==> src/rtl/pipelined_delay_unit.sv <==
// Per-channel DEPTH-stage bubble-collapsing register pipeline with optional output crossover.
// Latency DEPTH cycles; ready to each input is combinational through a full pipe, so a pop frees a slot the same cycle.
module pipelined_delay_unit #(
    parameter int WIDTH    = 5,
    parameter int CHANNELS = 2,
    parameter int DEPTH    = 3,
    parameter int CROSS    = 1
) (
    input  logic                                    CLK,
    input  logic                                    RESET,
    input  logic [CHANNELS*WIDTH-1:0]               INPUT_data,
    input  logic [CHANNELS-1:0]                     INPUT_valid,
    output logic [CHANNELS-1:0]                     INPUT_ready,
    output logic [CHANNELS*WIDTH-1:0]               OUTPUT_data,
    output logic [CHANNELS-1:0]                     OUTPUT_valid,
    input  logic [CHANNELS-1:0]                     OUTPUT_ready,
    output logic [CHANNELS*$clog2(DEPTH+1)-1:0]     OCCUPANCY
);

    localparam int OW = $clog2(DEPTH + 1);

    for (genvar c = 0; c < CHANNELS; c++) begin : g_ch
        localparam int DST = (CROSS != 0) ? (CHANNELS - 1 - c) : c;

        logic [DEPTH-1:0] r_vld;
        logic [WIDTH-1:0] r_dat [DEPTH];
        logic [OW-1:0]    r_occ;
        logic [DEPTH-1:0] w_take;
        logic             w_pop;
        logic             w_push;

        // A stage takes its predecessor's contents when it is empty or its own
        // contents move on this cycle; the chain starts at the output pop.
        always_comb begin : p_take
            logic w_adv;
            w_take = '0;
            w_pop  = r_vld[DEPTH-1] & OUTPUT_ready[DST];
            w_adv  = w_pop;
            for (int k = DEPTH - 1; k >= 0; k--) begin
                w_take[k] = ~r_vld[k] | w_adv;
                w_adv     = w_take[k];
            end
            w_push = INPUT_valid[c] & w_take[0] & ~RESET;
        end

        always_ff @(posedge CLK) begin
            if (RESET) begin
                r_vld <= '0;
                r_occ <= '0;
                for (int k = 0; k < DEPTH; k++) begin
                    r_dat[k] <= '0;
                end
            end else begin
                if (w_take[0]) begin
                    r_vld[0] <= w_push;
                    r_dat[0] <= INPUT_data[c*WIDTH +: WIDTH];
                end
                for (int k = 1; k < DEPTH; k++) begin
                    if (w_take[k]) begin
                        r_vld[k] <= r_vld[k-1];
                        r_dat[k] <= r_dat[k-1];
                    end
                end
                if (w_push && !w_pop) begin
                    r_occ <= r_occ + OW'(1);
                end else if (!w_push && w_pop) begin
                    r_occ <= r_occ - OW'(1);
                end
            end
        end

        assign INPUT_ready[c]                    = w_take[0] & ~RESET;
        assign OUTPUT_valid[DST]                 = r_vld[DEPTH-1];
        assign OUTPUT_data[DST*WIDTH +: WIDTH]   = r_dat[DEPTH-1];
        assign OCCUPANCY[c*OW +: OW]             = r_occ;
    end

endmodule

==> config.mk <==
export PLATFORM = sky130hd
export DESIGN_NAME = pipelined_delay_unit
export DESIGN_NICKNAME = d
export VERILOG_FILES = /design/src/rtl/pipelined_delay_unit.sv
export SDC_FILE = /design/constraint.sdc
export NUM_CORES = 1
export LEC_CHECK = 0
export ABC_AREA = 1
export BUFFER_PORTS_ARGS = -buffer_cell sky130_fd_sc_hd__buf_2
export CORE_ASPECT_RATIO = 2
export CORE_MARGIN = 3
export CORE_UTILIZATION = 30
export CTS_CLUSTER_SIZE = 8
export DETAILED_ROUTE_END_ITERATION = 8
export GPL_TIMING_DRIVEN = 1
export SYNTH_ARGS = -nofsm -noshare
export SYNTH_HDL_FRONTEND = slang
export SYNTH_SLANG_ARGS = --single-unit
export TNS_END_PERCENT = 10
==> constraint.sdc <==
create_clock -name CLK -period 1.6 [get_ports CLK]
set_input_delay 0.16 -clock CLK [delete_from_list [all_inputs] [get_ports CLK]]
set_output_delay 0.16 -clock CLK [all_outputs]
set_load 0.05 [all_outputs]
==> results.txt, run 1 <==
Outcome - complete, no violations
Core area - 5709 um^2
CP Capture Type - output port
Postcts setup bufs - 0
Total power per unit cell area - 1179 nW/um^2
IO buf count - 33
Initial DRC count - 15
Type of the worst min-delay path - in2reg
CTS tree - done
# rows - 39
RSZ-0062 raised after global routing - no
Post-synthesis sequential area ratio - 0.6180
Period minus WS final - 1490 ps
Post-synth top area share - 0.5056
Gpl congestion - 0.7411
Fillers - 574
NumNets Final - 226
WS Path Type - reg2out
Post-Syn Area - 1782 um^2
Req. time, crit path - 1440 ps
H-tree depth - 2
Register bit total from synthesis - 40
Syn Inst Count - 180
Drt via density - 4.107
Die Wd - 60.50 um
TritonCTS sink count - 40
YS warnings - 0
Dpl hpwl - 1.943 mm
Total CTS buffers - 5
Hold path depth - 2
ANT cells - 0
Most area-consuming cells after synthesis - edfxtp_1 51%, dfxtp_1 11%, inv_1 10%
Vias in the first global route - 997
Distinct cells, synth - 19
Worst slew pin tran - 263.3 ps
P&R area growth vs syn - 17.77%
Layout cells sized above 1 - 0.2775
Remaining global-route overflow - 0
R2R cell count - 11
CTS Buffer Depth - 2
Router iterations before antenna repair - 4
Height of the chip - 115.0 um
WL final - 2.649 mm
ANT nets after route - 0
Drt wl/cell - 9.811 um
CP max-delay cell - dfxtp_2
Worst skew pair latency - 280 ps
Die area - 6956 um^2
Io pins - 34
Critical path fanouts, max - 17
Syn_nets - 198
Starting Density - 0.3121
CP peak stage delay - 350 ps
Crit start category - flop
Tot Pwr - 2474 uW
Syn avg cell area - 9.898 um^2
Cell taking the most area after synthesis - edfxtp_1
CTS clk-pin slew, worst paths - 50 ps
Root Buffer - clkbuf_16
Max Fclk - 671.0 MHz
CP Cell Sequence - nand2_2, nor2_4, nand2_2, nand2_4, buf_8, inv_1, clkbuf_4
# setup viols final - 0
Max-cap violations - 0
Most used cell, CP - nand2_2
Maximum VDD drop - 0.8491 mV
Via Count - 1109
Critical Path AT - 1330 ps
Antenna violations before repair - 0
Max Slew Vio Count - 0
Reported leakage power - 0.001016 uW
Final Hold Vio Count - 0
Setup_tns - 0 ps
DRC viols - 0
Largest net degree at the start of global routing - 18
Period utilization - 0.9315
Area occupied by multi-input gates - 375.4 um^2
Total global-route track usage - 0.08387
First-pass GRT wire length - 4.181 mm
Register area - 1104 um^2
Relative slew margins - 0.8240
Final Skew - 3.424 ps
-- cell families after synthesis --
family / share of synthesized area
compound gates: 0.02247
fa+ha+maj: 0.01404
simple gates: 0.1713
buf+inv: 0.1742
flops: 0.6180
-- Yosys cell counts, drive strengths merged --
library cell	instances
ha	2
edfxtp	30
o21ai	2
nand3	4
a21oi	6
inv	49
dfxtp	10
nand2	24
nor2	36
nand4	2
buf	15
-- cell usage in the layout (no fill, tap or decap) --
master	n
a21oi_1	6
buf_12	1
buf_2	31
buf_4	2
buf_8	1
clkbuf_1	2
clkbuf_16	5
clkbuf_4	1
clkbuf_8	1
dfxtp_1	8
dfxtp_2	2
edfxtp_1	30
ha_1	2
inv_1	48
inv_2	1
nand2_1	17
nand2_2	5
nand2_4	2
nand3_1	4
nand4_1	2
nor2_1	30
nor2_2	4
nor2_4	2
o21ai_0	2
-- stage by stage --
step	area, um^2	hold WS [ps]	std cells	setup WS (ps)	util
final	2098	124.1	270	109.6	0.3675
after global routing	2098	136.1	270	5.697	0.3675
after CTS	2073	118.8	270	3.950	0.3631
after floorplan	1782	229.1	180	78.40	-
after detailed placement	1919	418.0	262	169.3	0.3362
after global placement	1919	417.7	262	168.2	0.3362
-- state kept, by name, indices dropped and copies added (netlist names) --
| signal | flops |
|---|---|
| g_ch.r_vld | 6 |
| g_ch.r_occ | 4 |
| g_ch.r_dat | 30 |
-- final timing paths --
check                                       from               end  slack [ps]
worst min-delay path                       RESET  g_ch[1].r_vld[2]         120
worst max register to register  g_ch[1].r_vld[2]  g_ch[1].r_occ[1]         200
worst max-delay path            g_ch[1].r_vld[2]    INPUT_ready[1]         110
worst min register to register  g_ch[0].r_vld[0]  g_ch[0].r_vld[1]         470
-- power breakdown --
part / switching (uW) / leakage [uW] / internal [uW]
clock network: 357 / 0.0000712 / 621
logic: 198 / 0.000518 / 83.3
registers: 24.5 / 0.000427 / 1190
total: 580 / 0.00102 / 1890
-- cell type report --
class                   count  area share
clock buffers               8     0.06977
inverters                  49     0.08766
multi-input cells          76      0.1789
flip-flops and latches     40      0.5259
well taps                  61     0.03637
repair buffers             36      0.1014
-- what timing repair did --
action	in CTS	in global routing
resized for setup	2	9
hold buffers	0	0
hold endpoints to repair	0	0
setup endpoints to repair	2	3
-- worst max-delay path, delay by kind of cell, from the launching register on --
kind / cells / cell delay (ps)
buffers and inverters: 3 / 380
flip-flops: 1 / 350
AND/OR/NAND/NOR: 4 / 310
-- routing by layer --
layer | wire (um) | up-vias | global-route usage
li1 | - | 584 | -
met1 | 1078 | 497 | 0.08689
met5 | 0 | - | 0
met3 | 113 | 6 | 0.02472
met4 | 107 | 0 | 0.06512
met2 | 1350 | 22 | 0.1358
Power figures use the tool's default switching activity.
==> inputs of run 2 (changes only) <==
--- a/config.mk
+++ b/config.mk
@@ -9,10 +9,11 @@
 export BUFFER_PORTS_ARGS = -buffer_cell sky130_fd_sc_hd__buf_2
 export CORE_ASPECT_RATIO = 2
 export CORE_MARGIN = 3
-export CORE_UTILIZATION = 30
+export CORE_UTILIZATION = 49
 export CTS_CLUSTER_SIZE = 8
 export DETAILED_ROUTE_END_ITERATION = 8
 export GPL_TIMING_DRIVEN = 1
+export PLACE_DENSITY = 0.75
 export SYNTH_ARGS = -nofsm -noshare
 export SYNTH_HDL_FRONTEND = slang
 export SYNTH_SLANG_ARGS = --single-unit
==> results.txt, run 2 (synthesized netlist as in run 1, its figures left out) <==
Max-cap violations - 0 (unchanged)
Internal - 1580 uW (-17%)
Relative slew margins - 0.7802 (-0.04379)
CP peak stage delay - 350 ps (about the same)
Most frequent cells in the layout - 48 x inv_1, 32 x buf_2, 30 x nor2_1, 30 x edfxtp_1, 17 x nand2_1
Reported leakage power - 0.001000 uW (-1.6%)
Gpl congestion - 0.6876 (-7.2%)
CTS tree - done
# setup viols final - 0 (unchanged)
Max Slew Vio Count - 0 (unchanged)
Biggest regs - g_ch.r_dat: 30 flops, g_ch.r_vld: 6 flops, g_ch.r_occ: 4 flops
Drt wl/cell - 9.142 um (-6.8%)
Vias in the first global route - 1002 (+0.50%)
Commonest non-fill, non-tap cell in the layout - inv_1
First-pass GRT wire length - 4.029 mm (-3.6%)
Period utilization - 0.9347 (+0.003172)
P&R area growth vs syn - 14.40%
CP max-delay cell - dfxtp_2
Io pins - 34 (unchanged)
DRC viols - 0 (unchanged)
Crit path buffers/inverters - 3 (unchanged)
Sw Share - 0.2540 (+0.01967)
WL final - 2.377 mm (-10%)
ANT cells - 0 (unchanged)
Req. time, crit path - 1440 ps (about the same)
Reg-to-Reg End - g_ch[1].r_occ[1]
Outcome - complete, no violations
Total CTS buffers - 5 (unchanged)
Crit start category - flop
NumNets Final - 229 (+1.3%)
Final Hold Vio Count - 0 (unchanged)
Antenna violations before repair - 0 (unchanged)
Worst skew pair latency - 280 ps (about the same)
R2R cell count - 11 (unchanged)
Worst slack, placed - 139.2 ps (-30.08 ps)
Family with the most delay on the worst path - buffers and inverters
Die area - 4440 um^2 (-36%)
Total power per unit cell area - 1039 nW/um^2 (-12%)
Layout cells sized above 1 - 0.2877 (+0.01022)
# rows - 30 (-23%)
Max FFs per register - 30 (unchanged)
Max Fclk - 668.7 MHz (-0.34%)
Via Count - 1094 (-1.4%)
Reg2Reg Setup Slack - 140 ps (-60 ps)
Height of the chip - 91.28 um (-21%)
Critical path fanouts, max - 17 (unchanged)
ANT nets after route - 0 (unchanged)
Total global-route track usage - 0.1200 (+0.03614)
Combinational fraction of design power - 0.135 (+0.021)
CTS clk-pin slew, worst paths - 70 ps (+20 ps)
Hold WS - 115.2 ps (-8.930 ps)
Clock power share - 0.293 (-0.102)
Largest net degree at the start of global routing - 19 (+1)
Hold path endpoint - g_ch[1].r_vld[2]
CP Capture Type - output port
Dpl hpwl - 1.698 mm (-13%)
WS Path Type - reg2out
Starting Density - 0.5159 (+0.2039)
H-tree depth - 2 (unchanged)
CTS Buffer Depth - 2 (unchanged)
TritonCTS sink count - 40 (unchanged)
Final worst slack - 104.5 ps (-5.076 ps)
Remaining global-route overflow - 0 (unchanged)
Seq pwr share - 0.573 (+0.082)
Period minus WS final - 1495 ps (+5.076 ps)
Largest Register - g_ch.r_dat
IO buf count - 33 (unchanged)
Router iterations before antenna repair - 4 (unchanged)
Most used cell, CP - nand2_2
Type of the worst min-delay path - in2reg
Worst hold path startpoint - RESET
Critical Path AT - 1340 ps (about the same)
RR Startpoint - g_ch[1].r_vld[2]
Final Skew - 3.098 ps (-0.3259 ps)
Maximum VDD drop - 0.6914 mV (-19%)
Drt via density - 4.208 (+2.4%)
CP Cell Sequence - nand2_2, nor2_4, nand2_2, nand2_4, buf_12, inv_1, buf_4
Core area - 3453 um^2 (-40%)
Die Wd - 48.64 um (-20%)
Hold path depth - 2 (unchanged)
Worst slew pin tran - 329.2 ps (+65.94 ps)
Root Buffer - clkbuf_8
Sw Pwr - 538.0 uW (-7.2%)
Initial DRC count - 3 (-12)
-- run 2: area by class of cell --
| cell class | instances | area, um^2 |
|---|---|---|
| Fill cell | 314 | 1415 |
| Sequential cell | 40 | 1104 |
| Multi-Input combinational cell | 76 | 384.1 |
| Timing Repair Buffer | 39 | 225.2 |
| Inverter | 49 | 183.9 |
| Clock buffer | 7 | 76.32 |
| Tap cell | 48 | 60.06 |
| Clock inverter | 1 | 5.005 |
-- run 2: worst max path at each step --
stage,start,to,depth (start not counted)
finish,g_ch[0].r_vld[2],INPUT_ready[0],7
global route,g_ch[1].r_vld[2],g_ch[1].r_occ[1],11
CTS,g_ch[1].r_vld[2],g_ch[1].r_occ[1],11
detailed placement,g_ch[0].r_vld[2],g_ch[0].r_occ[1],11
global placement,g_ch[0].r_vld[2],g_ch[0].r_occ[1],11
floorplan,g_ch[0].r_vld[2],g_ch[0].r_occ[1],11
-- run 2: power by group through the flow --
stage / clock network [uW] / registers (uW) / logic, uW
4_1_cts: 646 / 1210 / 274
3_5_place_dp: 0 / 1240 / 272
3_3_place_gp: 0 / 1230 / 265
2_1_floorplan: 0 / 1260 / 202
6_report: 620 / 1210 / 285
5_1_grt: 681 / 1220 / 312
-- run 2: routing by layer --
layer	global-route usage	routed length [um]
met1	0.1217	983
met2	0.2034	1189
met3	0.03120	120
met4	0.09264	83
met5	0	0
-- run 2: what timing repair did --
action | CTS | global route
hold buffers | 0 | 0
setup endpoints to repair | 2 | 5
gates resized for setup | 3 | 5
pin swaps | 0 | 0
setup buffers | 0 | 5
-- run 2: metrics by stage --
stage,total power [uW],cell area [um^2],instances,util,setup TNS (ps)
finish,2118,2038,260,0.5902,0
global route,2214,2038,260,0.5902,-2.473
CTS,2132,1979,255,0.5732,0
detailed placement,1507,1896,248,0.5489,0
global placement,1498,1896,248,0.5489,0
floorplan,1466,1782,180,-,0
